[src/rtl/char_rx_pkg.sv]
// -----------------------------------------------------------------------------
// char_rx_pkg
//   Shared types for the serial character receiver.
//   rx_state_t : receiver FSM states (IDLE, START, DATA, STOP, BRK).
// -----------------------------------------------------------------------------
package char_rx_pkg;

  typedef enum logic [2:0] {
    ST_IDLE  = 3'd0,
    ST_START = 3'd1,
    ST_DATA  = 3'd2,
    ST_STOP  = 3'd3,
    ST_BRK   = 3'd4
  } rx_state_t;

endpackage : char_rx_pkg

[src/rtl/char_rx_sync.sv]
// -----------------------------------------------------------------------------
// rx_sync
//   Two-flop synchronizer for an asynchronous single-bit input. Both flops
//   reset to 1 so an idle-high serial line never shows a false low edge
//   when reset is released.
//   Ports:
//     clk  - system clock
//     clr  - asynchronous active-high reset
//     i_d  - asynchronous input
//     o_q  - synchronized output
// -----------------------------------------------------------------------------
module rx_sync (
  input  logic clk,
  input  logic clr,
  input  logic i_d,
  output logic o_q
);

  logic r_meta;
  logic r_q;

  always_ff @(posedge clk or posedge clr) begin
    if (clr) begin
      r_meta <= 1'b1;
      r_q    <= 1'b1;
    end else begin
      // NOTE: non-blocking assignments make r_q take the old r_meta, which
      // is exactly the two-stage pipeline; blocking would collapse it to one.
      r_meta <= i_d;
      r_q    <= r_meta;
    end
  end

  assign o_q = r_q;

endmodule : rx_sync

[src/rtl/char_rx.sv]
// -----------------------------------------------------------------------------
// char_rx
//   8N1 serial character receiver. Deserializes rxd (start bit, 8 data bits
//   LSB first, stop bit) into bytes for the downstream string recognizer.
//   Ports:
//     clk   - system clock, rising edge
//     clr   - asynchronous active-high reset
//     rxd   - raw serial line, idle high, asynchronous to clk
//     data  - last correctly framed character, held between frames
//     valid - one-cycle pulse, data updated this cycle
//     ferr  - one-cycle pulse, stop bit sampled low
//     busy  - high whenever the FSM is not in IDLE
// -----------------------------------------------------------------------------
module char_rx
  import char_rx_pkg::*;
#(
  parameter int CLKS_PER_BIT = 16
) (
  input  logic       clk,
  input  logic       clr,
  input  logic       rxd,
  output logic [7:0] data,
  output logic       valid,
  output logic       ferr,
  output logic       busy
);

  localparam int CW   = $clog2(CLKS_PER_BIT);
  localparam int HALF = CLKS_PER_BIT / 2;

  // Compare points: start bit is sampled mid-bit, data/stop one bit later.
  localparam logic [CW-1:0] C_HALF_M1 = CW'(HALF - 1);
  localparam logic [CW-1:0] C_FULL_M1 = CW'(CLKS_PER_BIT - 1);

  logic            w_rs;
  rx_state_t       r_state;
  logic [CW-1:0]   r_cnt;
  logic [2:0]      r_bi;
  logic [7:0]      r_sh;
  logic [7:0]      r_data;
  logic            r_valid;
  logic            r_ferr;
  logic            r_busy;

  rx_sync u_sync (
    .clk (clk),
    .clr (clr),
    .i_d (rxd),
    .o_q (w_rs)
  );

  // Single registered FSM; r_busy is assigned alongside every state change
  // so it always reflects the state being entered.
  always_ff @(posedge clk or posedge clr) begin
    if (clr) begin
      r_state <= ST_IDLE;
      r_cnt   <= '0;
      r_bi    <= '0;
      r_sh    <= '0;
      r_data  <= '0;
      r_valid <= 1'b0;
      r_ferr  <= 1'b0;
      r_busy  <= 1'b0;
    end else begin
      r_valid <= 1'b0;
      r_ferr  <= 1'b0;
      case (r_state)
        ST_IDLE: begin
          if (!w_rs) begin
            r_state <= ST_START;
            r_cnt   <= '0;
            r_busy  <= 1'b1;
          end else begin
            r_busy  <= 1'b0;
          end
        end

        ST_START: begin
          r_busy <= 1'b1;
          if (r_cnt == C_HALF_M1) begin
            if (!w_rs) begin
              r_state <= ST_DATA;
              r_cnt   <= '0;
              r_bi    <= '0;
            end else begin
              // Line went back high before mid-bit: treat as a glitch.
              r_state <= ST_IDLE;
              r_busy  <= 1'b0;
            end
          end else begin
            r_cnt <= r_cnt + 1'b1;
          end
        end

        ST_DATA: begin
          r_busy <= 1'b1;
          if (r_cnt == C_FULL_M1) begin
            // LSB arrives first, so shifting in at the MSB leaves bit 0 last.
            r_sh  <= {w_rs, r_sh[7:1]};
            r_cnt <= '0;
            if (r_bi == 3'd7) begin
              r_state <= ST_STOP;
            end else begin
              r_bi <= r_bi + 3'd1;
            end
          end else begin
            r_cnt <= r_cnt + 1'b1;
          end
        end

        ST_STOP: begin
          if (r_cnt == C_FULL_M1) begin
            if (w_rs) begin
              r_data  <= r_sh;
              r_valid <= 1'b1;
              r_state <= ST_IDLE;
              r_busy  <= 1'b0;
            end else begin
              r_ferr  <= 1'b1;
              r_state <= ST_BRK;
              r_busy  <= 1'b1;
            end
          end else begin
            r_cnt  <= r_cnt + 1'b1;
            r_busy <= 1'b1;
          end
        end

        ST_BRK: begin
          // Hold off until the line idles so a break is not seen as a start.
          if (w_rs) begin
            r_state <= ST_IDLE;
            r_busy  <= 1'b0;
          end else begin
            r_busy  <= 1'b1;
          end
        end

        default: begin
          r_state <= ST_IDLE;
          r_busy  <= 1'b0;
        end
      endcase
    end
  end

  assign data  = r_data;
  assign valid = r_valid;
  assign ferr  = r_ferr;
  assign busy  = r_busy;

endmodule : char_rx

[config.mk]
export PLATFORM = sky130hd
export DESIGN_NAME = char_rx
export DESIGN_NICKNAME = d
export VERILOG_FILES = /design/src/rtl/char_rx_pkg.sv /design/src/rtl/char_rx_sync.sv /design/src/rtl/char_rx.sv
export SDC_FILE = /design/constraint.sdc
export NUM_CORES = 1
export LEC_CHECK = 0
export BUFFER_PORTS_ARGS = -buffer_cell sky130_fd_sc_hd__buf_4
export CAP_MARGIN = 20
export CORE_UTILIZATION = 40
export DETAILED_ROUTE_END_ITERATION = 16
export PLACE_DENSITY_LB_ADDON = 0.3
export SYNTH_ARGS = -nofsm -noshare
export SYNTH_HDL_FRONTEND = slang
export SYNTH_SLANG_ARGS = --single-unit
[constraint.sdc]
create_clock -name clk -period 1.9 [get_ports clk]
set_input_delay 0 -clock clk [delete_from_list [all_inputs] [get_ports clk]]
set_output_delay 0 -clock clk [all_outputs]
set_load 0.005 [all_outputs]
==> flow_summary.ini, run 1 <==
[finish]
antenna_cells = 0
drive_gt1_frac = 0.3939
area_growth_pct = 17.03
postLayoutCoreUtil = 0.5127
nets = 137

[yosys]
ys_top_cells_by_count = dfrtp_1 (29), mux2_2 (17), nor2_1 (7)
synth.area.top_cells = dfrtp_1 (53%), mux2_2 (14%), dfstp_2 (3.8%)
yosysUniqueCellTypes = 34
syn_avg_cell_area_um2 = 12.79
netlist_instances = 108
synth_edf_count = 0
synth_area_leader_cell = dfrtp_1
yosys_warnings = 0
synth.most_common_cell = dfrtp_1
synth_nets = 114
synth-seq-cells = 31
synth_seq_area_share = 0.5634
syn_area_mm2 = 0.001381
synthFlopType = dfrtp_1
yosysTopAreaCellShare = 0.5254
ys_async_sr_fraction = 1.000

[clock_tree]
cts.sinks = 31
clk_latency_ps = 320
root_buffer = clkbuf_4
clockBufferDepth = 2
h-tree-depth = 2
cts_tree = yes
cts_buffers = 5
path_clk_slew_ps = 90
cts_setup_buffers = 0

[global_route]
grt_usage = 0.1565
grt_start_max_net_pins = 32
overflow = 0
grt_pass1_vias = 884
antenna_found_initial = 0
grt_pass1_wl_um = 4084

[floorplanning]
start_util = 0.4381
fp.dieW_um = 60.77
fp.dieH_um = 60.77
core-area_mm2 = 0.003153
die_area_mm2 = 0.003692
boundaryPins = 14
rows = 20

[critical_path]
r2r_slack_ps = 90
timing.rr.end = r_bi[0]
path_class = reg2reg
cp_cell_sequence = ha_1 -> ha_2 -> or3_1 -> a211o_1 -> mux2_4
worstSetupStartpointType = register
rr_worst_depth = 5
cp_slowest_cell = dfrtp_1
reg2reg_from = r_bi[0]
max_stage_delay_ps = 400
critical_path_arrival_ps = 2020
required_ps = 2120
cp_max_fo = 3
endpoint_kind = register

[power]
cellPowerDensity_mw_per_mm2 = 1080
finalPower_mw = 1.745
intPower_mw = 1.173
irDropWorstVdd_v = 0.0004589
p_sw_frac = 0.3278
power_frac_comb = 0.280
power_frac_seq = 0.498
p_leak_nw = 0.7962
clock_power_share = 0.222
power_switching_mw = 0.5721

[sta]
hold_viol = 0
slew_violations = 0
tns_ps = 0
finalSetupViolCount = 0
post-route-min-period_ps = 1808
slew_headroom = 0.7080
finalCritPeriodShare = 0.9516
fin_ws_ps = 91.87
fmax_ghz = 0.5531
rsz0062_at_grt = false
hold_slack_ps = 305.5
tightest_slew_ps = 436.4
final.setup_skew_ps = 9.131

[run_status]
status = completed

[routing]
route.detailed.drc = 0
drt_iter0_markers = 77
ant_nets = 0
via_count = 924
avgViaCountPerCell = 5.250
wirelength_um = 2372
routedWlPerCell_um = 13.48
firstDrtPassIters = 4

[hold_path]
min_path_type = in2async

[place]
io_buffers = 13
post-place-ws_ps = 37.61
dpl.hpwl_um = 1622
gp_congestion = 0.8227

[job]
drv_cap = 0
## cells by family after synthesis
kind of cell,count (synthesis),synth area share
muxes,18,0.1495
xor gates and xnor gates,1,0.006342
and+or+nand+nor,24,0.1024
DFF,31,0.5634
adders and majority gates,3,0.02718
AOI/OAI and AO/OA,21,0.1051
buffers and inverters,10,0.04619
## metal layers
layer  share of wire  routed length [um]  up-vias  global-route usage
met5               0                   0        -                   0
met4               0                   0        0             0.04870
met3           0.051                 120        0             0.07036
met2            0.50                1184       24              0.2433
met1            0.45                1067      464              0.1965
li1                -                   -      436                   -
## area by class of cell
class,count,area [um2]
fill,298,1536
tap,44,55.05
clock buffer,7,55.05
multi-input combinational,67,541.8
timing repair buffer,21,162.7
inverter,5,18.77
sequential,31,778.2
clock inverter,1,5.005
## cell usage in the layout (no fill, tap or decap), types with 2 or more instances in the layout
master          n
dfrtp_1        29
buf_4          19
mux2_2         17
nor2_1          7
a21oi_1         6
inv_1           5
clkbuf_4        5
nand2_1         4
nor3_1          3
o21ai_0         3
a211oi_1        3
a22o_2          2
ha_1            2
dlygate4sd3_1   2
dfstp_2         2
## worst max-delay path by stage
stage	end	slack (ps)	from	cells past startpoint
2_1_floorplan	r_bi[0]	120	r_bi[0]	5
3_3_place_gp	r_bi[0]	90	r_bi[0]	5
3_5_place_dp	r_bi[0]	40	r_bi[0]	5
4_1_cts	r_bi[0]	10	r_bi[0]	5
5_1_grt	r_bi[0]	20	r_bi[0]	5
6_report	r_bi[0]	90	r_bi[0]	5
## metrics by stage
stage | std cells | cell area, um2
2_1_floorplan | 108 | 1381
6_report | 176 | 1617
5_1_grt | 176 | 1617
3_5_place_dp | 166 | 1534
4_1_cts | 176 | 1614
3_3_place_gp | 166 | 1534
## power by group through the flow
stage | combinational (mW) | clock [mW] | sequential, mW
floorplan | 0.451 | 0 | 0.824
global placement | 0.466 | 0 | 0.877
detailed placement | 0.482 | 0 | 0.883
CTS | 0.488 | 0.410 | 0.869
global route | 0.545 | 0.439 | 0.885
finish | 0.488 | 0.387 | 0.870
## repair_timing
item / 4_1_cts / 5_1_grt
setup endpoints to repair: 0 / 3
hold buffers: 2 / 0
resized for setup: 0 / 1
endpoints found under the hold margin: 30 / 0
## state kept, by name, indices dropped and copies added, names as in the netlist
signal	flops
r_sh	8
busy	1
ferr	1
u_sync.o_q	1
r_bi	3
r_cnt	4
data	8
valid	1
r_state	3
u_sync.r_meta	1
## worst max-delay path: cells and delay by family (launching register included)
family          cells  cell delay [ps]
flops               1              400
fa+ha+maj           2              390
simple gates        1              350
compound gates      1              290
mux                 1              260
(Power assumes the default switching activity.)
==> run 2: changes to the inputs <==
--- a/config.mk
+++ b/config.mk
@@ -5,6 +5,7 @@
 export SDC_FILE = /design/constraint.sdc
 export NUM_CORES = 1
 export LEC_CHECK = 0
+export ABC_AREA = 1
 export BUFFER_PORTS_ARGS = -buffer_cell sky130_fd_sc_hd__buf_4
 export CAP_MARGIN = 20
 export CORE_UTILIZATION = 40
==> flow_summary.ini, run 2 <==
[floorplanning]
start_util = 0.4315
die_area_mm2 = 0.003990
fp.dieW_um = 63.17
boundaryPins = 14
rows = 21
fp.dieH_um = 63.17
core-area_mm2 = 0.003468

[sta]
fmax_ghz = 0.6766
rsz0062_at_grt = false
finalSetupViolCount = 0
hold_slack_ps = 269.5
slew_violations = 0
tightest_slew_ps = 413.1
final.setup_skew_ps = 6.785
finalCritPeriodShare = 0.7778
post-route-min-period_ps = 1478
hold_viol = 0
tns_ps = 0
slew_headroom = 0.7243

[yosys]
syn_area_mm2 = 0.001496
yosysTopAreaCellShare = 0.4849
ys_async_sr_fraction = 1.000
synth-seq-cells = 31
synth_nets = 180
synth_area_leader_cell = dfrtp_1
synth_edf_count = 0
synth.most_common_cell = nand2_1
ys_top_cells_by_count = nand2_1 (50), dfrtp_1 (29), inv_1 (21)
syn_avg_cell_area_um2 = 8.600
yosys_warnings = 0
yosysUniqueCellTypes = 21
synth.area.top_cells = dfrtp_1 (48%), nand2_1 (13%), inv_1 (5.3%)
synth_seq_area_share = 0.5201
netlist_instances = 174
synthFlopType = dfrtp_1

[routing]
drt_iter0_markers = 70
ant_nets = 0
firstDrtPassIters = 4
via_count = 1131
avgViaCountPerCell = 4.693
routedWlPerCell_um = 11.13
route.detailed.drc = 0
wirelength_um = 2683

[hold_path]
min_path_type = in2async

[critical_path]
cp_max_fo = 17
path_class = reg2reg
cp_cell_sequence = ha_1 -> nand3_2 -> clkinv_2 -> nand2_4 -> inv_4 -> nand2_4 -> nand2_1 -> o21ai_2
critical_path_arrival_ps = 1690
endpoint_kind = register
required_ps = 2110
max_stage_delay_ps = 410
cp_slowest_cell = dfrtp_1
worstSetupStartpointType = register
cp_common_cell = nand2_4

[job]
drv_cap = 0

[finish]
drive_gt1_frac = 0.2256
layout_common_cells = nand2_1 (50), dfrtp_1 (29), inv_1 (21)
area_growth_pct = 16.14
nets = 200
fillers = 331
register_area_um2 = 778.2
postLayoutCoreUtil = 0.5011
antenna_cells = 0
multi_input_area_um2 = 590.6
final_common_cell = nand2_1
fin_area_mm2 = 0.001738

[clock_tree]
cts_tree = yes
path_clk_slew_ps = 70
root_buffer = clkbuf_8
cts_buffers = 5
clockBufferDepth = 2
clk_latency_ps = 280
cts_setup_buffers = 0
cts_resized = 0
cts.sinks = 31
h-tree-depth = 2

[global_route]
grt_pass1_wl_um = 4795
overflow = 0
grt_start_max_net_pins = 22
grt_usage = 0.1562
antenna_found_initial = 0
grt_pass1_vias = 1105

[power]
irDropWorstVdd_v = 0.0004791
p_leak_nw = 0.9245
cellPowerDensity_mw_per_mm2 = 1045

[place]
placement.cell_area_mm2 = 0.001629
io_buffers = 13
dpl.hpwl_um = 1964
gp_congestion = 0.8730

[run_status]
status = completed
[run 2: cell count changes after synthesis, moves of 5 or more]
cell / previous run / this run
nand2_1: 4 / 50
mux2_2: 17 / 0
inv_1: 5 / 21
nand3_1: 1 / 12
o21ai_0: 3 / 13
nor2_1: 7 / 15
o21ai_2: 0 / 8
a21oi_1: 6 / 1
[run 2: critical path: cells and delay by family, from the launching register on]
family,cells,cell delay (ps)
AND/OR/NAND/NOR,4,560
flip-flops,1,410
adder cells (fa/ha/maj),1,240
buffers and inverters,2,130
AO/OA/AOI/OAI,1,60
[run 2: worst paths after layout]
path                                from       endpoint  slack (ps)  cells after the start
max                             r_cnt[0]        data[4]         420                      8
min                                  clr       r_cnt[1]         270                      3
max reg2reg                     r_cnt[0]        data[4]         420                      8
min reg2reg                u_sync.r_meta     u_sync.o_q         360                      0
max in group asynchronous            clr  u_sync.r_meta         960                      4
min in group clk           u_sync.r_meta     u_sync.o_q         360                      0
[run 2: cell families after synthesis]
kind of cell | after synthesis | share of synthesized area
AOI/OAI and AO/OA | 23 | 0.09698
adders and majority gates | 3 | 0.02509
buffers and inverters | 28 | 0.08529
DFF | 31 | 0.5201
and+or+nand+nor | 89 | 0.2726
[run 2: layout make-up]
| cell class | count | area share |
|---|---|---|
| clock buffer | 5 | 0.03960 |
| clock inverter | 3 | 0.01152 |
| inverter | 25 | 0.05616 |
| multi-input combinational | 115 | 0.3398 |
| sequential | 31 | 0.4478 |
| tap | 46 | 0.03312 |
| timing repair buffer | 16 | 0.07199 |
[run 2: where the power goes]
group | switching [mW] | internal, mW
Combinational | 0.326 | 0.179
Sequential | 0.0737 | 0.734
Clock | 0.249 | 0.254
[run 2: per-layer routing]
layer | track usage | wire, um | up-vias
met4 | 0.05233 | 8 | 0
li1 | - | - | 581
met5 | 0 | 0 | -
met3 | 0.04891 | 73 | 2
met1 | 0.1858 | 1230 | 531
met2 | 0.2648 | 1370 | 17
[run 2: stage by stage]
step	instances	setup WS (ps)	power, mW
floorplan	174	533.8	1.211
global placement	231	485.9	1.300
detailed placement	231	429.5	1.321
CTS	241	407.0	1.837
global route	241	276.9	1.967
finish	241	422.1	1.815
[run 2: what timing repair did]
action / in CTS / in global routing
endpoints found under the hold margin: 10 / 0
endpoints found under the setup margin: 0 / 0
hold buffers: 2 / 0
==> run 3: changes to the inputs <==
==> constraint.sdc (replaced) <==
create_clock -name clk -period 1.3 [get_ports clk]
set_input_delay 0 -clock clk [delete_from_list [all_inputs] [get_ports clk]]
set_output_delay 0 -clock clk [all_outputs]
set_load 0.005 [all_outputs]
==> flow_summary.ini, run 3 (synthesis results as in run 2) <==
[power]
finalPower_mw = 3.124
irDropWorstVdd_v = 0.0008809
p_leak_nw = 1.119
cellPowerDensity_mw_per_mm2 = 1471

[critical_path]
cp_cell_sequence = ha_4 -> nand3_4 -> clkinv_2 -> nand2_4 -> inv_8 -> nand2_8 -> nand2_2 -> o21ai_2
worstSetupStartpointType = register
crit_buf_inv = 2
required_ps = 1470
cp_max_fo = 9
crit_family = flip-flops
endpoint_kind = register
max_stage_delay_ps = 400
critical_path_arrival_ps = 1480
path_class = reg2reg
cp_slowest_cell = dfrtp_1

[global_route]
grt_pass1_wl_um = 5264
overflow = 0
antenna_found_initial = 0
grt_usage = 0.1713
grt_start_max_net_pins = 32
grt_pass1_vias = 1246

[sta]
finalCritPeriodShare = 1.009
post-route-min-period_ps = 1312
slew_violations = 0
fin_ws_ps = -12.23
tightest_slew_ps = 392.3
slew_headroom = 0.7385
fmax_ghz = 0.7621
hold_viol = 0
finalSetupViolCount = 8
rsz0062_at_grt = true
final.setup_skew_ps = 3.418
tns_ps = -46.40

[routing]
routedWlPerCell_um = 12.68
wirelength_um = 3297
via_count = 1271
route.detailed.drc = 0
drt_iter0_markers = 53
avgViaCountPerCell = 4.888
ant_nets = 0
firstDrtPassIters = 4

[clock_tree]
cts_buffers = 5
path_clk_slew_ps = 60
root_buffer = clkbuf_8
cts.sinks = 31
cts_tree = yes
clockBufferDepth = 2
h-tree-depth = 2
clk_latency_ps = 280

[floorplanning]
fp.dieH_um = 63.17
boundaryPins = 14
die_area_mm2 = 0.003990
rows = 21
fp.dieW_um = 63.17
core-area_mm2 = 0.003468
start_util = 0.4315

[finish]
nets = 219
antenna_cells = 0
layout_common_cells = nand2_1 (30), buf_4 (30), dfrtp_1 (28)
drive_gt1_frac = 0.4720
area_growth_pct = 41.89

[place]
gp_congestion = 0.8672
dpl.hpwl_um = 2151
io_buffers = 13

[run_status]
status = finished, violations left
violations = setup timing

[hold_path]
min_path_type = reg2reg

[job]
drv_cap = 0
run 3: per-stage QoR:
stage | setup slack, ps | instance area, um2 | util | cells | hold WS [ps]
4_1_cts | -3.987 | 1903 | 0.5487 | 255 | 358.7
5_1_grt | -102.2 | 2123 | 0.6122 | 260 | 366.7
3_3_place_gp | -38.10 | 1757 | 0.5065 | 245 | 101.7
6_report | -12.23 | 2123 | 0.6122 | 260 | 356.8
3_5_place_dp | -76.25 | 1757 | 0.5065 | 245 | 110.8
2_1_floorplan | 2.956 | 1510 | - | 174 | 4.478
run 3: final timing paths:
kind / startpoint / to / slack [ps] / cells past startpoint
max: r_cnt[0] / data[7] / -10 / 8
min in group asynchronous: clr / r_state[1] / 370 / 4
min reg2reg: u_sync.r_meta / u_sync.o_q / 360 / 0
min: u_sync.r_meta / u_sync.o_q / 360 / 0
max in group asynchronous: clr / u_sync.r_meta / 610 / 4
max reg2reg: r_cnt[0] / data[7] / -10 / 8
run 3: report_power, final:
part           switching, mW  internal, mW
clock network          0.342         0.482
logic                  0.645         0.481
registers              0.101          1.07
total                   1.09          2.04
run 3: metal layers:
metal  track usage  vias up  routed length [um]  part of all wire
li1              -      628                   -                 -
met2        0.2970       11                1811              0.55
met1        0.1961      627                1355              0.41
met4       0.06977        0                  34             0.010
met5             0        -                   0                 0
met3       0.04891        5                  95             0.029
run 3: worst register-to-register path, delay by kind of cell, from the launching register on:
kind	cells	cell delay (ps)
flops	1	400
compound gates	1	50
simple gates	4	390
fa+ha+maj	1	180
buf+inv	2	200
run 3: timing repair:
action / in CTS / in global routing
hold buffers: 2 / 0
endpoints found under the setup margin: 17 / 26
pin swaps: 2 / 10
resized for setup: 6 / 56
setup buffers: 0 / 3
hold endpoints to repair: 30 / 0
gates cloned: 0 / 2
run 3: area by class of cell:
| type | instances | area, um2 |
|---|---|---|
| fillers | 312 | 1345 |
| flip-flops and latches | 31 | 779.5 |
| inverters | 25 | 102.6 |
| repair buffers | 34 | 290.3 |
| multi-input cells | 116 | 793.3 |
| well taps | 46 | 57.56 |
| clock buffers | 8 | 100.1 |
